--- src/rtl/wb_pipe_skid.sv ---
// MEM->WB pipeline register with a one-entry skid buffer; in_ready is registered
// so there is no combinational path from out_ready back to the upstream stage.
module wb_pipe_skid #(
  parameter int unsigned DATA_WIDTH     = 32,
  parameter int unsigned REG_ADDR_WIDTH = 4,
  parameter int unsigned LANES          = 1,
  parameter bit          ZERO_REG_RO    = 1'b0
) (
  input  logic                            clk,
  input  logic                            reset,
  input  logic                            flush,
  input  logic                            in_valid,
  output logic                            in_ready,
  input  logic [LANES-1:0]                reg_wen_in,
  input  logic [LANES*REG_ADDR_WIDTH-1:0] rd_addr_in,
  input  logic [LANES*DATA_WIDTH-1:0]     wdata_in,
  output logic                            out_valid,
  input  logic                            out_ready,
  output logic [LANES-1:0]                reg_wen_out,
  output logic [LANES*REG_ADDR_WIDTH-1:0] rd_addr_out,
  output logic [LANES*DATA_WIDTH-1:0]     wdata_out,
  output logic [1:0]                      occupancy
);

  localparam int unsigned AW = LANES * REG_ADDR_WIDTH;
  localparam int unsigned DW = LANES * DATA_WIDTH;

  logic             r_head_v, r_skid_v, r_in_ready;
  logic [LANES-1:0] r_head_wen, r_skid_wen, r_wen_out;
  logic [AW-1:0]    r_head_addr, r_skid_addr;
  logic [DW-1:0]    r_head_data, r_skid_data;
  logic [1:0]       r_occ;

  logic             w_accept;
  logic [LANES-1:0] w_in_wen;
  logic             w_head_v_n, w_skid_v_n;
  logic [LANES-1:0] w_head_wen_n, w_skid_wen_n;
  logic [AW-1:0]    w_head_addr_n, w_skid_addr_n;
  logic [DW-1:0]    w_head_data_n, w_skid_data_n;

  assign w_accept = in_valid & r_in_ready;

  // Writes to register 0 are squashed at capture when it is read-only
  always_comb begin
    w_in_wen = reg_wen_in;
    if (ZERO_REG_RO) begin
      for (int unsigned i = 0; i < LANES; i++) begin
        if (rd_addr_in[i*REG_ADDR_WIDTH +: REG_ADDR_WIDTH] == '0) begin
          w_in_wen[i] = 1'b0;
        end
      end
    end
  end

  // Next-state for head/skid; skid is only ever filled while head is stalled
  always_comb begin
    w_head_v_n    = r_head_v;
    w_head_wen_n  = r_head_wen;
    w_head_addr_n = r_head_addr;
    w_head_data_n = r_head_data;
    w_skid_v_n    = r_skid_v;
    w_skid_wen_n  = r_skid_wen;
    w_skid_addr_n = r_skid_addr;
    w_skid_data_n = r_skid_data;
    if (flush) begin
      w_head_v_n = 1'b0;
      w_skid_v_n = 1'b0;
    end else if (!r_head_v || out_ready) begin
      if (r_head_v && r_skid_v) begin
        w_head_v_n    = 1'b1;
        w_head_wen_n  = r_skid_wen;
        w_head_addr_n = r_skid_addr;
        w_head_data_n = r_skid_data;
        w_skid_v_n    = 1'b0;
      end else if (w_accept) begin
        w_head_v_n    = 1'b1;
        w_head_wen_n  = w_in_wen;
        w_head_addr_n = rd_addr_in;
        w_head_data_n = wdata_in;
      end else begin
        w_head_v_n = 1'b0;
      end
    end else if (w_accept) begin
      w_skid_v_n    = 1'b1;
      w_skid_wen_n  = w_in_wen;
      w_skid_addr_n = rd_addr_in;
      w_skid_data_n = wdata_in;
    end
  end

  always_ff @(posedge clk or posedge reset) begin
    if (reset) begin
      r_head_v    <= 1'b0;
      r_head_wen  <= '0;
      r_head_addr <= '0;
      r_head_data <= '0;
      r_skid_v    <= 1'b0;
      r_skid_wen  <= '0;
      r_skid_addr <= '0;
      r_skid_data <= '0;
      r_in_ready  <= 1'b1;
      r_wen_out   <= '0;
      r_occ       <= 2'd0;
    end else begin
      r_head_v    <= w_head_v_n;
      r_head_wen  <= w_head_wen_n;
      r_head_addr <= w_head_addr_n;
      r_head_data <= w_head_data_n;
      r_skid_v    <= w_skid_v_n;
      r_skid_wen  <= w_skid_wen_n;
      r_skid_addr <= w_skid_addr_n;
      r_skid_data <= w_skid_data_n;
      r_in_ready  <= ~w_skid_v_n;
      r_wen_out   <= w_head_wen_n & {LANES{w_head_v_n}};
      r_occ       <= {1'b0, w_head_v_n} + {1'b0, w_skid_v_n};
    end
  end

  assign in_ready    = r_in_ready;
  assign out_valid   = r_head_v;
  assign reg_wen_out = r_wen_out;
  assign rd_addr_out = r_head_addr;
  assign wdata_out   = r_head_data;
  assign occupancy   = r_occ;

endmodule

--- config.mk ---
export PLATFORM = sky130hd
export DESIGN_NAME = wb_pipe_skid
export DESIGN_NICKNAME = d
export VERILOG_FILES = /design/src/rtl/wb_pipe_skid.sv
export SDC_FILE = /design/constraint.sdc
export NUM_CORES = 1
export LEC_CHECK = 0
export BUFFER_PORTS_ARGS = -buffer_cell sky130_fd_sc_hd__buf_4
export CAP_MARGIN = 20
export CORE_UTILIZATION = 50
export DETAILED_ROUTE_END_ITERATION = 12
export PLACE_DENSITY = 0.8
export SKIP_LAST_GASP = 1
export SYNTH_ARGS = -nofsm -noshare
export SYNTH_HDL_FRONTEND = slang
export SYNTH_SLANG_ARGS = --single-unit
--- constraint.sdc ---
create_clock -name clk -period 4.1 [get_ports clk]
set_input_delay 0 -clock clk [delete_from_list [all_inputs] [get_ports clk]]
set_output_delay 0 -clock clk [all_outputs]
set_load 0.1 [all_outputs]
### After elaboration in Yosys (flattened, before gate mapping)

Index checks and enable logic that the tools add are counted.

| cells by class | value |
|---|---|
| mux-type cells | 16 |
| reductions and logical operators | 6 |
| add/subtract/negate cells | 1 |
| bitwise gates (word level) | 5 |

Operators with widths:

| cell | count |
|---|---|
| two-way mux 32 bit | 2 |
| two-way mux 1 bit | 12 |
| two-way mux 4 bit | 2 |
| AND reduction 3 bit | 2 |
| inverter 1 bit | 3 |
| adder 1 x 1 -> 2 bit | 1 |
| bitwise AND 1 bit | 2 |
| nonzero test 2 bit | 1 |
| logical AND 1 bit | 1 |
| logical NOT 1 bit | 1 |
| logical OR 1 bit | 1 |

| storage, ports and cells | value |
|---|---|
| word-level logic and storage cells | 39 |
| input port bits | 42 |
| register bits | 80 |

### Depth between registers and ports, before layout

| logic depth | value |
|---|---|
| depth after elaboration | 6 |
| mapped depth | 5 |

### Least setup slack after synthesis

OpenSTA, ideal clock, no wires.

| timing path | value |
|---|---|
| path kind | register to register |
| start point | register r_head_v, in the netlist out_valid |
| end point | register r_head_addr[3], in the netlist rd_addr_out[3] |
| slack | 1.798 ns |
| period minus slack after synthesis | 2.302 ns |
| stages on the path, launching flop included | 5 |
| arrival | 2.176 ns |
| cells stage by stage | dfrtp_1 nand2_2 a211oi_4 buf_6 mux2_2 |

| on the way | value |
|---|---|
| cells in the longest elaborated chain, start to end | 3 |
| elaborated cells on any way between the ends | 6 |

Ends and longest elaborated chain:

| element | RTL line | text |
|---|---|---|
| start, declared | 28 | `logic r_head_v, r_skid_v, r_in_ready;` |
| start signal, assigned | 105 | `r_head_v <= w_head_v_n;` |
| logical AND 1 bit / logical NOT 1 bit (equally long branches) | 69, 68 |  |
| nonzero test 2 bit (no line) / logical OR 1 bit (equally long branches) | n/a |  |
| AND reduction 3 bit (no line) | n/a |  |
| end signal, assigned | 107 | `r_head_addr <= w_head_addr_n;` |
| end, declared | 30 | `logic [AW-1:0] r_head_addr, r_skid_addr;` |

Several ways; a longest one is shown, not always the timed one.
A chain may end at the register's enable or synchronous reset.

### Worst setup path after layout

| timing path | value |
|---|---|
| start point | register r_head_v, in the netlist out_valid |
| end point | register r_skid_data[15] |

| on the way | value |
|---|---|
| cells in the longest elaborated chain, start to end | 4 |

Ends and longest elaborated chain:

| element | RTL line | text |
|---|---|---|
| logical NOT 1 bit | 68 | `end else if (!r_head_v \|\| out_ready) begin` |
| logical OR 1 bit | 68 |  |
| inverter 1 bit (no line) | n/a |  |
| AND reduction 3 bit (no line) | n/a |  |
| end signal, assigned | 112 | `r_skid_data <= w_skid_data_n;` |
| end, declared | 31 | `logic [DW-1:0] r_head_data, r_skid_data;` |

Every way passes these cells.

==> results by stage <==
Run status:
- The flow ran to the end, and the final reports show no timing, DRC or antenna violations.

Detailed routing:
- In the routed design, unresolved DRC markers number 0.
- Using the TritonRoute via totals, the vias-per-cell ratio works out to 5.156.
- The first TritonRoute pass finished after 4 iterations.
- The wire length reported by the detailed router is 6416 um.
- The remaining antenna violation count is 0.
- The wire length per cell after detailed routing is 14.96 um.
- The detailed router placed 2212 vias in this run.
- In this run, the number of DRC markers left after iteration 0 of detailed routing was 89.

Critical path:
- The required time of the critical path is 4.32 ns.
- For this design, the slowest cell found on the critical path is sky130_fd_sc_hd__nor3b_4.
- The type of the worst setup path is register to register.
- The signal on the critical path passes through and2b_1 -> nor3b_4 -> buf_4 -> mux2_2.
- STA classifies the critical path startpoint as a register.
- The launch instance of the worst register-to-register path is out_valid$_DFF_PP0_.
- The largest single stage delay on the critical path is 0.81 ns.
- The buffering stage count on the worst path with inverters included is 1.
- The depth of the most critical reg-to-reg path is 4.
- The worst register-to-register path has a setup slack of 1.64 ns.
- The signal arrival time at the worst endpoint is 2.68 ns.
- The type of destination of the critical path is a register.
- The critical register-to-register path endpoint is r_skid_data[15]$_DFFE_PP0P_.
- In this run the worst path has a maximum fanout of 19.
- On the critical path the largest part of the delay comes from simple AND/OR/NAND/NOR gates.

Power and ir drop:
- The share of total power dissipated in sequential elements is 40.7%.
- The worst-case IR drop observed on VDD is 366.4 uV.
- The power density relative to cell area is 560.5 mW/mm^2.
- The clock network power share is 18.3%.
- The share of total power consumed by net switching is 42.14%.
- The leakage component of the power is 0.002146 uW.
- The internal power of the cells totals 1523 uW.
- The share of total power dissipated in combinational logic is 40.9%.
- The reported net switching power is 1109 uW.

Floorplan:
- During I/O placement, the number of pins put on the boundary was 83.
- From left edge to right edge, the die measures 85.48 um.
- The initialized floorplan defines 30 standard-cell rows.
- The die span in y is 85.48 um.
- The die area is 0.007307 mm^2.
- For this configuration, the core starts out at a cell density of 51.57%.
- The core region area is 0.006756 mm^2.

Worst hold path:
- The startpoint identified for the worst hold timing path is in_valid.
- The worst hold path terminates at in_ready$_DFF_PP1_.
- The class of the tightest hold or removal check is input pin to register.
- The worst hold path passes through 3 cells.

Timing:
- The setup TNS after final layout is 0 ns.
- After layout, the minimum clock period comes to 2.463 ns.
- The highest achievable clock rate is 406.1 MHz.
- The worst path uses 60.06% of the clock period.
- The relative max-transition margin is 32.94%.
- The actual slew at the worst max-slew pin is 1.002 ns.
- The final setup skew is 0.006627 ns.
- The final number of setup-violating endpoints is 0.
- The final-report max-slew violation count came to 0.
- Hold is met by 0.09498 ns.
- Setup repair after global routing left no endpoint under its margin.
- The number of failing hold endpoints at the final stage is 0.

Synth:
- The per-instance average area after synthesis is 15.84 um^2.
- In the synthesized netlist, the number of instances is 220.
- Ranked by total cell area, the synthesized netlist is headed by sky130_fd_sc_hd__dfrtp_1 (57%), sky130_fd_sc_hd__mux2_2 (35%), sky130_fd_sc_hd__buf_6 (2.3%).
- The number of enable-type register cells in the synthesized netlist is 0.
- The library cell occupying the most area in the post-synthesis netlist is sky130_fd_sc_hd__dfrtp_1.
- In the synthesized netlist the async set-or-reset flop fraction comes to 100.0%.
- The register area share after synthesis is 57.49%.
- During synthesis, Yosys emitted a total of 0 warnings.
- Counting instances in the post-synthesis netlist gives the leading cell types as sky130_fd_sc_hd__mux2_2 (107), sky130_fd_sc_hd__dfrtp_1 (79), sky130_fd_sc_hd__buf_6 (7), sky130_fd_sc_hd__buf_2 (3), sky130_fd_sc_hd__inv_1 (3).
- The flop and latch count out of synthesis is 80.
- After synthesis, the netlist uses 24 different library cells.
- The net count of the mapped netlist is 263.
- Yosys instantiated no cell more often than sky130_fd_sc_hd__mux2_2.
- The mapped cell area is 0.003485 mm^2.
- In the synthesized netlist the dominant register cell turns out to be sky130_fd_sc_hd__dfrtp_1.
- The share of the synthesized area in the top cell type is 56.73%.

Finish:
- The number of fill cells in the layout is 490.
- From synthesis to final layout, the design area changed by 34.79%.
- The area used by multi-input combinational logic is 0.001375 mm^2.
- The register area is 0.002003 mm^2.
- The antenna diode count is 0.
- After the last flow step, the layout net total stands at 389.
- Of the cells placed in the final design, the portion with a size suffix greater than 1 is 60.74%.

Clock tree:
- The TritonCTS sink count is 80.
- Clock tree synthesis inserted a total of 9 buffers.
- The clock tree root driver cell is sky130_fd_sc_hd__clkbuf_8.
- The clock passes through at most 2 buffers.
- The clock latency reported for the late side of the worst-skew pair is 0.34 ns.
- TritonCTS built the clock tree.
- The H-tree depth is 3.
- After clock tree synthesis, the setup repair step added 0 buffers.
- After clock tree synthesis, the clock-pin slew on the worst setup and hold paths is 0.07 ns.
- The number of instances resized during post-cts repair is 0.

Global route:
- After global routing the overflow that remains totals 0.
- The via count of the first global-routing pass is 2322.
- The number of antenna violations at the first check in global routing came to 0.
- The first-pass GRT wire length is 10900 um.
- The pin count of the biggest net entering global routing is 47.
- The combined global-route utilization of all metal layers is 19.28%.

Place:
- Routability-driven placement finished with a final weighted congestion of 0.7505.
- Port buffering added 82 buffers.
- Summed over all nets, the half-perimeter wirelength after detailed placement is 4086 um.

Job:
- Max-cap violations in this run came to 0.
-- routing by layer --
metal / track usage [%] / vias to the layer above / routed length (um) / share of wire (%)
met4: 8.182 / 0 / 109 / 1.7
met2: 31.85 / 55 / 3188 / 50
met5: 0 / - / 0 / 0
li1: - / 1047 / - / -
met3: 3.988 / 10 / 237 / 3.7
met1: 24.77 / 1100 / 2880 / 45
-- registers in the layout (all words and copies together) (netlist names), 2 cells and up --
| name | cells |
|---|---|
| r_skid_data | 32 |
| r_skid_addr | 4 |
| occupancy | 2 |
| rd_addr_out | 4 |
| wdata_out | 32 |
-- worst max-delay path by stage --
stage                              startpoint                           to  slack [ns]  cells past startpoint
after floorplan           out_valid$_DFF_PP0_   rd_addr_out[3]$_DFFE_PP0P_        1.80                      4
after global placement     in_ready$_DFF_PP1_  r_skid_data[19]$_DFFE_PP0P_        1.67                      4
after detailed placement   in_ready$_DFF_PP1_  r_skid_data[15]$_DFFE_PP0P_        1.61                      4
after CTS                  in_ready$_DFF_PP1_   r_skid_data[6]$_DFFE_PP0P_        1.60                      4
after global routing      out_valid$_DFF_PP0_   r_skid_data[6]$_DFFE_PP0P_        1.48                      4
final                     out_valid$_DFF_PP0_  r_skid_data[15]$_DFFE_PP0P_        1.64                      4
-- worst reg2reg max path, stage by stage (launching register included) --
cell	delay (ns)
sky130_fd_sc_hd__dfrtp_1	0.46
sky130_fd_sc_hd__and2b_1	0.27
sky130_fd_sc_hd__nor3b_4	0.81
sky130_fd_sc_hd__buf_4	0.42
sky130_fd_sc_hd__mux2_2	0.38
-- power groups by stage --
| stage | logic (uW) | registers [uW] | clock network [uW] |
|---|---|---|---|
| after floorplan | 231 | 1670 | 0 |
| after global placement | 1040 | 1080 | 0 |
| after detailed placement | 1050 | 1090 | 0 |
| after CTS | 1080 | 1070 | 502 |
| after global routing | 1120 | 1100 | 533 |
| final | 1080 | 1070 | 483 |
-- logic make-up (layout without fill, tap and decap cells) --
group / after synthesis / count (layout) / synth area share (%)
adder cells (fa/ha/maj): 1 / 1 / 0.3590
multiplexers: 109 / 109 / 35.22
flip-flops: 80 / 80 / 57.49
buffers and inverters: 14 / 143 / 3.232
AO/OA/AOI/OAI: 8 / 8 / 2.155
AND/OR/NAND/NOR: 8 / 8 / 1.544
-- metrics by stage --
step | std cells | setup WS, ns | power [uW] | instance area [um^2] | utilization (%)
final | 429 | 1.637 | 2633 | 4697 | 69.52
after global routing | 429 | 1.484 | 2751 | 4697 | 69.52
after CTS | 429 | 1.604 | 2657 | 4697 | 69.52
after detailed placement | 375 | 1.608 | 2139 | 4136 | 61.22
after global placement | 375 | 1.667 | 2115 | 4136 | 61.22
after floorplan | 220 | 1.798 | 1901 | 3485 | -
-- layout make-up --
class | count | share of cell area [%]
clock buffers | 10 | 2.930
clock inverters | 4 | 0.4795
inverters | 3 | 0.2664
multi-input cells | 126 | 29.28
flip-flops and latches | 80 | 42.65
well taps | 80 | 2.131
repair buffers | 126 | 22.27
-- placed cells by master (no fill, tap or decap) --
cell                            netlist  final
sky130_fd_sc_hd__clkbuf_8             0     10
sky130_fd_sc_hd__a21boi_0             1      1
sky130_fd_sc_hd__nand2_1              1      1
sky130_fd_sc_hd__nor3b_4              0      1
sky130_fd_sc_hd__a2111oi_1            1      1
sky130_fd_sc_hd__nand2_2              1      1
sky130_fd_sc_hd__nand2b_1             1      1
sky130_fd_sc_hd__nand3b_1             1      1
sky130_fd_sc_hd__and3_1               1      1
sky130_fd_sc_hd__inv_1                3      2
sky130_fd_sc_hd__and2b_1              1      1
sky130_fd_sc_hd__ha_1                 1      1
sky130_fd_sc_hd__a211o_1              2      2
sky130_fd_sc_hd__dlygate4sd3_1        0     40
sky130_fd_sc_hd__clkinv_2             0      4
sky130_fd_sc_hd__dfstp_2              1      1
sky130_fd_sc_hd__dfrtp_1             79     79
sky130_fd_sc_hd__nor2_1               1      1
sky130_fd_sc_hd__mux2_2             107    107
sky130_fd_sc_hd__a31oi_1              1      1
sky130_fd_sc_hd__a21oi_1              1      1
sky130_fd_sc_hd__mux2_1               2      2
sky130_fd_sc_hd__a211oi_4             1      1
sky130_fd_sc_hd__a2111oi_0            1      1
sky130_fd_sc_hd__clkinvlp_4           0      1
sky130_fd_sc_hd__buf_4                1     86
-- timing repair --
action | in CTS | in global routing
endpoints found under the hold margin | 75 | 0
hold buffers | 40 | 0
setup endpoints to repair | 0 | 0
Power figures use the tool's default switching activity.
